--- src/rtl/hazard_pkg.sv ---
// hazard_pkg: shared types and constants for the pipeline hazard controller.
//   state_e      - controller FSM states (ST_RUN, ST_MD_WAIT)
//   MD_CNT_W     - width of the mul/div occupancy down-counter
//   REG_ADDR_W   - width of a register-file address
//   REG_ZERO     - register 0, which is hard-wired to zero and never creates a dependency
package hazard_pkg;

  typedef enum logic {
    ST_RUN     = 1'b0,
    ST_MD_WAIT = 1'b1
  } state_e;

  localparam int unsigned MD_CNT_W   = 4;
  localparam int unsigned REG_ADDR_W = 5;
  localparam logic [REG_ADDR_W-1:0] REG_ZERO = 5'd0;

endpackage

--- src/rtl/hazard_ctrl_if.sv ---
// hazard_ctrl_if: bundles the pipeline-side hazard inputs and the stall/flush controls.
//   master modport - pipeline datapath: drives register indices and E-stage status,
//                    receives stall/flush controls.
//   slave modport  - hazard controller: the reverse.
//   Signals: rs1D, rs2D, rdE, memreadE, branch_takenE, md_startE (pipeline -> controller)
//            stallF, stallD, stallE, flushD, flushE, flushM, md_busy (controller -> pipeline)
interface hazard_ctrl_if;
  import hazard_pkg::*;

  logic [REG_ADDR_W-1:0] rs1D;
  logic [REG_ADDR_W-1:0] rs2D;
  logic [REG_ADDR_W-1:0] rdE;
  logic                  memreadE;
  logic                  branch_takenE;
  logic                  md_startE;

  logic stallF;
  logic stallD;
  logic stallE;
  logic flushD;
  logic flushE;
  logic flushM;
  logic md_busy;

  modport master (
    output rs1D, rs2D, rdE, memreadE, branch_takenE, md_startE,
    input  stallF, stallD, stallE, flushD, flushE, flushM, md_busy
  );

  modport slave (
    input  rs1D, rs2D, rdE, memreadE, branch_takenE, md_startE,
    output stallF, stallD, stallE, flushD, flushE, flushM, md_busy
  );

endinterface

--- src/rtl/hazard_md_timer.sv ---
// hazard_md_timer: loadable down-counter tracking how long a mul/div still occupies E.
//   clk_i     - clock
//   rst_i     - synchronous active-high reset, clears the count
//   load_i    - load ld_val_i (takes priority over dec_i)
//   ld_val_i  - value to load
//   dec_i     - decrement by one
//   last_o    - count equals 1: the result-ready cycle
module hazard_md_timer
  import hazard_pkg::*;
(
  input  logic                clk_i,
  input  logic                rst_i,
  input  logic                load_i,
  input  logic [MD_CNT_W-1:0] ld_val_i,
  input  logic                dec_i,
  output logic                last_o
);

  logic [MD_CNT_W-1:0] cnt_q, cnt_d;

  always_comb begin
    cnt_d = cnt_q;
    if (load_i)
      cnt_d = ld_val_i;
    else if (dec_i)
      cnt_d = cnt_q - MD_CNT_W'(1);
  end

  always_ff @(posedge clk_i) begin
    if (rst_i)
      cnt_q <= '0;
    else
      cnt_q <= cnt_d;
  end

  assign last_o = (cnt_q == MD_CNT_W'(1));

endmodule

--- src/rtl/hazard_ctrl.sv ---
// hazard_ctrl: stall/flush sequencing for the 5-stage pipeline. Handles the hazards
// forwarding cannot: load-use, taken branches resolved in E, and a fixed-latency
// mul/div unit that holds E for MD_LAT cycles.
//   clk, rst            - clock, synchronous active-high reset
//   hz (slave)          - hazard inputs and stall/flush/md_busy outputs
//   stall_cycles        - cycles with stallF=1       (HAZARD_PERF_EN only)
//   flush_events        - cycles with flushD=1       (HAZARD_PERF_EN only)
// Optional feature macro: HAZARD_PERF_EN enables the two performance counters.
// MD_LAT legal range is 2..15.
module hazard_ctrl
  import hazard_pkg::*;
#(
  parameter int unsigned MD_LAT = 4
)(
  input  logic        clk,
  input  logic        rst,
`ifdef HAZARD_PERF_EN
  output logic [31:0] stall_cycles,
  output logic [31:0] flush_events,
`endif
  hazard_ctrl_if.slave hz
);

  state_e state_q, state_d;
  logic   md_load, md_dec, md_last;
  logic   lu;

  // Register 0 never carries a real value, so a load targeting it cannot stall anyone.
  assign lu = hz.memreadE && (hz.rdE != REG_ZERO) &&
              ((hz.rdE == hz.rs1D) || (hz.rdE == hz.rs2D));

  hazard_md_timer u_md_timer (
    .clk_i    (clk),
    .rst_i    (rst),
    .load_i   (md_load),
    .ld_val_i (MD_CNT_W'(MD_LAT - 1)),
    .dec_i    (md_dec),
    .last_o   (md_last)
  );

  always_ff @(posedge clk) begin
    if (rst)
      state_q <= ST_RUN;
    else
      state_q <= state_d;
  end

  // A taken branch flushes the mul/div out of the way, so it outranks md_startE.
  always_comb begin
    state_d = state_q;
    md_load = 1'b0;
    md_dec  = 1'b0;
    unique case (state_q)
      ST_RUN: begin
        if (!hz.branch_takenE && hz.md_startE) begin
          md_load = 1'b1;
          state_d = ST_MD_WAIT;
        end
      end
      ST_MD_WAIT: begin
        if (md_last)
          state_d = ST_RUN;
        else
          md_dec = 1'b1;
      end
      default: state_d = ST_RUN;
    endcase
  end

  // Outputs are forced quiet during reset. In the ready cycle of MD_WAIT only the
  // load-use check stays live, since E is about to advance normally.
  always_comb begin
    hz.stallF  = 1'b0;
    hz.stallD  = 1'b0;
    hz.stallE  = 1'b0;
    hz.flushD  = 1'b0;
    hz.flushE  = 1'b0;
    hz.flushM  = 1'b0;
    hz.md_busy = 1'b0;
    if (!rst) begin
      unique case (state_q)
        ST_RUN: begin
          if (hz.branch_takenE) begin
            hz.flushD = 1'b1;
            hz.flushE = 1'b1;
          end else if (hz.md_startE) begin
            hz.stallF = 1'b1;
            hz.stallD = 1'b1;
            hz.stallE = 1'b1;
            hz.flushM = 1'b1;
          end else if (lu) begin
            hz.stallF = 1'b1;
            hz.stallD = 1'b1;
            hz.flushE = 1'b1;
          end
        end
        ST_MD_WAIT: begin
          hz.md_busy = 1'b1;
          if (!md_last) begin
            hz.stallF = 1'b1;
            hz.stallD = 1'b1;
            hz.stallE = 1'b1;
            hz.flushM = 1'b1;
          end else if (lu) begin
            hz.stallF = 1'b1;
            hz.stallD = 1'b1;
            hz.flushE = 1'b1;
          end
        end
        default: ;
      endcase
    end
  end

`ifdef HAZARD_PERF_EN
  logic [31:0] stall_cycles_q, flush_events_q;

  always_ff @(posedge clk) begin
    if (rst) begin
      stall_cycles_q <= '0;
      flush_events_q <= '0;
    end else begin
      if (hz.stallF) stall_cycles_q <= stall_cycles_q + 32'd1;
      if (hz.flushD) flush_events_q <= flush_events_q + 32'd1;
    end
  end

  assign stall_cycles = stall_cycles_q;
  assign flush_events = flush_events_q;
`endif

endmodule

--- src/flat_wrapper.sv ---
// flat-port wrapper written by rule: the top's interface ports become plain ports
module hazard_ctrl_flat import hazard_pkg::*;
#(
  parameter int unsigned MD_LAT = 4
)
  (clk, rst, hz_rs1D, hz_rs2D, hz_rdE, hz_memreadE, hz_branch_takenE, hz_md_startE, hz_stallF, hz_stallD, hz_stallE, hz_flushD, hz_flushE, hz_flushM, hz_md_busy);
  hazard_ctrl_if hz_i ();
  input  logic clk;
  input  logic rst;
  input wire logic [$bits(hz_i.rs1D)-1:0] hz_rs1D;
  input wire logic [$bits(hz_i.rs2D)-1:0] hz_rs2D;
  input wire logic [$bits(hz_i.rdE)-1:0] hz_rdE;
  input wire logic [$bits(hz_i.memreadE)-1:0] hz_memreadE;
  input wire logic [$bits(hz_i.branch_takenE)-1:0] hz_branch_takenE;
  input wire logic [$bits(hz_i.md_startE)-1:0] hz_md_startE;
  output wire logic [$bits(hz_i.stallF)-1:0] hz_stallF;
  output wire logic [$bits(hz_i.stallD)-1:0] hz_stallD;
  output wire logic [$bits(hz_i.stallE)-1:0] hz_stallE;
  output wire logic [$bits(hz_i.flushD)-1:0] hz_flushD;
  output wire logic [$bits(hz_i.flushE)-1:0] hz_flushE;
  output wire logic [$bits(hz_i.flushM)-1:0] hz_flushM;
  output wire logic [$bits(hz_i.md_busy)-1:0] hz_md_busy;
  assign hz_i.rs1D = hz_rs1D;
  assign hz_i.rs2D = hz_rs2D;
  assign hz_i.rdE = hz_rdE;
  assign hz_i.memreadE = hz_memreadE;
  assign hz_i.branch_takenE = hz_branch_takenE;
  assign hz_i.md_startE = hz_md_startE;
  assign hz_stallF = hz_i.stallF;
  assign hz_stallD = hz_i.stallD;
  assign hz_stallE = hz_i.stallE;
  assign hz_flushD = hz_i.flushD;
  assign hz_flushE = hz_i.flushE;
  assign hz_flushM = hz_i.flushM;
  assign hz_md_busy = hz_i.md_busy;
  hazard_ctrl #(.MD_LAT(MD_LAT)) u_core (.clk(clk), .rst(rst), .hz(hz_i));
endmodule
--- config.mk ---
export PLATFORM = sky130hd
export DESIGN_NAME = hazard_ctrl_flat
export DESIGN_NICKNAME = d
export VERILOG_FILES = /design/src/rtl/hazard_pkg.sv /design/src/rtl/hazard_ctrl_if.sv /design/src/rtl/hazard_md_timer.sv /design/src/rtl/hazard_ctrl.sv /design/src/flat_wrapper.sv
export SDC_FILE = /design/constraint.sdc
export NUM_CORES = 1
export LEC_CHECK = 0
export CORE_AREA = 2 2 40 42
export DETAILED_ROUTE_END_ITERATION = 10
export DIE_AREA = 0 0 42 44
export PLACE_DENSITY_LB_ADDON = 0.2
export SLEW_MARGIN = 25
export SYNTH_ARGS = -nofsm -noshare
export SYNTH_HDL_FRONTEND = slang
export SYNTH_SLANG_ARGS = --single-unit
--- constraint.sdc ---
create_clock -name clk -period 2.2 [get_ports clk]
set_input_delay 0.44 -clock clk [delete_from_list [all_inputs] [get_ports clk]]
set_output_delay 0.44 -clock clk [all_outputs]
set_load 0.03 [all_outputs]
==> run summary, run 1 <==
The clock input transition at the sequential cells of the worst setup and hold paths is 0.04 ns. The worst setup path is launched from an input port. The die is 44 microns tall. The register share of total power was 0.253; the number of routed nets with antenna violations was 0. For the smallest setup slack after layout, the log shows 0.03603 ns. The number of H-tree levels was 1; the cell count of the worst hold path was 2. For the fraction of the yosys area taken by sequential cells, the log shows 0.2204. The run gives 1.72 ns as the arrival time at the worst endpoint. The number of DRC violations after detailed routing came out at 0. No sink is reached through more buffers than the 2 on the longest clock path.

The effective utilization at floorplan was 0.3201. The reported leakage power was 0.4328 nW. The number of inserted diodes was 0; the worst-case vdd ir drop was 0.3641 mV. The critical path is of the in -> out type.

The clock group share of total power is 0.255, and the met2 layer usage reported by global route is 0.2875. Summing all placed instances gives a cell area of 848.3 sq um. The clock period could shrink to 2.164 ns. After detailed routing, the average wire length per cell comes to 11.40 microns. Count of port buffers added during placement: 26.

The total power after layout was 0.0004153 W; the actual transition at the worst max-transition pin was 0.2429 ns. The met3 capacity usage during global routing is 0.08750. The run gives 586 as the number of global-route vias before repair. The detailed router finished its first iteration with 2 violations. Path category of the worst min-delay check: reg -> reg. The run gives 1419 sq um as the area inside the core boundary. The worst setup path is captured at a primary output.

The boundary pin count is 27, and the worst reg2reg path depth is 8. The logs give 0 for the number of hold violations in the final report and 2290 microns for the first-pass GRT wire length. The floorplan has 14 rows.

Hold repair after CTS inserted 0 buffers. Data on the critical path is required at its endpoint by 1.76 ns. The logs give 0 for the number of max-slew violations in the final report and 0 for the number of max-capacitance violations reported. At the later pin of the worst-skew pair, clock insertion delay measures 0.24 ns. The switching share of total power came out at 0.3206. The tools report the CTS root buffer as sky130_fd_sc_hd__clkbuf_4.

The internal power of the cells totals 0.0002822 W. Based on the critical path, the design can be clocked at up to 0.4621 GHz. The fraction of final layout cells sized beyond drive strength 1 works out to 0.4257. The combined global-route utilization of all metal layers was 0.1651. The number of vias per cell was 4.701; the ratio of final minimum period to clock period was 0.9836. The synthesized flop and latch total is 5.

The netlist area before placement came out at 454.2 sq um. The routed wire length is 1334 microns, and the vias after detailed routing is 550. For this run, the number of Yosys warnings is 0.

Yosys mapped the design onto 24 distinct sky130hd cell types. For the final routed database, the setup TNS stands at 0 ns. The net switching power is 0.0001331 W.

The tools report the met1 layer usage reported by global route as 0.1845. The run gives 1848 sq um as the die outline area. The worst clock skew is 0.001489 ns, and the synthesized netlist net count is 77. Summed over all layers, the global routing overflow is 0. Average cell area after synthesis: 8.258 sq um.

The finished layout holds 117 standard cells, fillers aside. Count of mapped cells out of synthesis: 55. TritonCTS built the clock tree.

The area growth from synthesis to layout came out at 106.9%. For the number of instances in the placed design, the log shows 112. Peak-usage layer in the global routing report: met2. The relative max-transition margin is 0.8376. At the end of routability-driven placement, the weighted congestion stood at 0.8015. Power spread over the standard cell area amounts to 442.0 nW/um^2. The number of antenna violations at the first check in global routing was 0; the total setup violations reported at the end of the flow was 0. In this run, CTS created clock tree buffers numbering 3. Entering global routing, the biggest net connects 7 pins. The net count of the finished layout was 124.

Detailed placement ended at an HPWL of 1030 microns. Prior to clock tree synthesis, the placed netlist has a worst setup slack of -0.6403 ns. For this design, the sink count on the clock tree is 5. The register-to-register path setup slack was 0.60 ns; the area of all placed cells without fillers was 939.7 sq um.

The combinational power share was 0.492. The largest driver fanout on the critical path came out at 3. The flow ran to the end, and the final reports show no timing, DRC or antenna violations.

Die outline width: 42 microns. The first detailed-routing pass took 3 iterations.
[worst max-delay path, cell delays in order]
cell                            delay (ns)
sky130_fd_sc_hd__dlygate4sd2_1        0.27
sky130_fd_sc_hd__or4_4                0.55
sky130_fd_sc_hd__o2111ai_4            0.24
sky130_fd_sc_hd__o21bai_4             0.08
sky130_fd_sc_hd__buf_6                0.14
[timing repair]
| item | in CTS | in global routing |
|---|---|---|
| resized for setup | 23 | 16 |
| endpoints found under the setup margin | 3 | 5 |
| pin swaps | 0 | 9 |
| setup buffers | 0 | 1 |
[state kept, by name, indices dropped and copies added (netlist names)]
name                     flops
u_core.state_q               1
u_core.u_md_timer.cnt_q      4
[layout by cell type, fill, tap and decap left out, types with 2 or more instances in the layout]
cell type,n
sky130_fd_sc_hd__xor2_1,11
sky130_fd_sc_hd__buf_4,24
sky130_fd_sc_hd__dlygate4sd2_1,3
sky130_fd_sc_hd__inv_1,2
sky130_fd_sc_hd__ha_1,2
sky130_fd_sc_hd__buf_6,2
sky130_fd_sc_hd__or3b_4,2
sky130_fd_sc_hd__dlymetal6s2s_1,3
sky130_fd_sc_hd__nand3_1,2
sky130_fd_sc_hd__clkdlybuf4s50_1,12
sky130_fd_sc_hd__nor2_1,4
sky130_fd_sc_hd__a21oi_1,2
sky130_fd_sc_hd__clkbuf_4,3
sky130_fd_sc_hd__nor3_1,4
sky130_fd_sc_hd__dfxtp_1,5
[metrics by stage]
stage               hold WS [ns]    util
floorplan                 0.4680       -
global placement          0.5462  0.5979
detailed placement        0.5548  0.5979
CTS                       0.5638  0.6155
global route              0.5772  0.6623
finish                    0.5563  0.6623
[cell type report]
cell class | count | area, sq um
timing repair buffer | 45 | 396.6
multi-input combinational | 44 | 385.4
clock buffer | 4 | 26.28
fill | 122 | 479.2
tap | 16 | 20.02
inverter | 3 | 11.26
sequential | 5 | 100.1
[cell usage after synthesis]
library cell / n / area [sq um]
sky130_fd_sc_hd__o22ai_1: 1 / 6.260
sky130_fd_sc_hd__nand2_4: 1 / 11.26
sky130_fd_sc_hd__dfxtp_1: 5 / 100.1
sky130_fd_sc_hd__nor3b_1: 1 / 7.510
sky130_fd_sc_hd__a31oi_1: 1 / 6.260
sky130_fd_sc_hd__xnor2_1: 1 / 8.760
sky130_fd_sc_hd__ha_1: 2 / 25.02
sky130_fd_sc_hd__or2_2: 1 / 6.260
sky130_fd_sc_hd__or4_4: 1 / 11.26
sky130_fd_sc_hd__clkbuf_1: 1 / 3.750
sky130_fd_sc_hd__nor2_1: 4 / 15.01
sky130_fd_sc_hd__o2111ai_1: 2 / 17.52
sky130_fd_sc_hd__or3b_4: 2 / 22.52
sky130_fd_sc_hd__nor2b_1: 1 / 6.260
sky130_fd_sc_hd__inv_1: 3 / 11.26
sky130_fd_sc_hd__a22oi_1: 1 / 7.510
sky130_fd_sc_hd__nand2_1: 1 / 3.750
sky130_fd_sc_hd__nand2b_1: 1 / 6.260
sky130_fd_sc_hd__buf_4: 2 / 15.01
sky130_fd_sc_hd__nand3_1: 2 / 10.01
sky130_fd_sc_hd__nor3_1: 5 / 25.02
sky130_fd_sc_hd__a21oi_1: 3 / 15.01
sky130_fd_sc_hd__xor2_1: 12 / 105.1
sky130_fd_sc_hd__o21bai_1: 1 / 7.510
[per-layer routing]
metal  vias up  wire (microns)
li1        283               -
met5         -               0
met4         0               0
met3         0             112
met1       248             519
met2        19             702
[worst paths after layout]
check                                                 from                          to
worst min-delay path            u_core.u_md_timer.cnt_q[3]  u_core.u_md_timer.cnt_q[3]
worst max-delay path                             hz_rdE[3]                   hz_stallF
worst min register to register  u_core.u_md_timer.cnt_q[3]  u_core.u_md_timer.cnt_q[3]
worst max register to register  u_core.u_md_timer.cnt_q[1]  u_core.u_md_timer.cnt_q[1]
[cell families (layout without fill, tap and decap cells)]
| kind of cell | Yosys count | count (layout) | synth area share |
|---|---|---|---|
| simple gates | 20 | 20 | 0.2755 |
| fa+ha+maj | 2 | 2 | 0.05509 |
| buf+inv | 6 | 52 | 0.06610 |
| flops | 5 | 5 | 0.2204 |
| compound gates | 9 | 9 | 0.1323 |
| xor+xnor | 13 | 13 | 0.2507 |
[power by group through the flow]
stage	Clock, W	Sequential (W)	Combinational [W]
after detailed placement	0	0.000106	0.000192
after global routing	0.000117	0.000106	0.000224
after CTS	0.000110	0.000104	0.000192
final	0.000106	0.000105	0.000204
after global placement	0	0.000105	0.000188
after floorplan	0	0.000108	0.0000892
Note: power is estimated with default switching activity, not from simulation.
==> run 2: changes to the inputs <==
- HOLD_SLACK_MARGIN: not set -> 0.06
==> results of run 2 <==
Same layout as run 1: the final DEF is identical, and so are final timing and power.
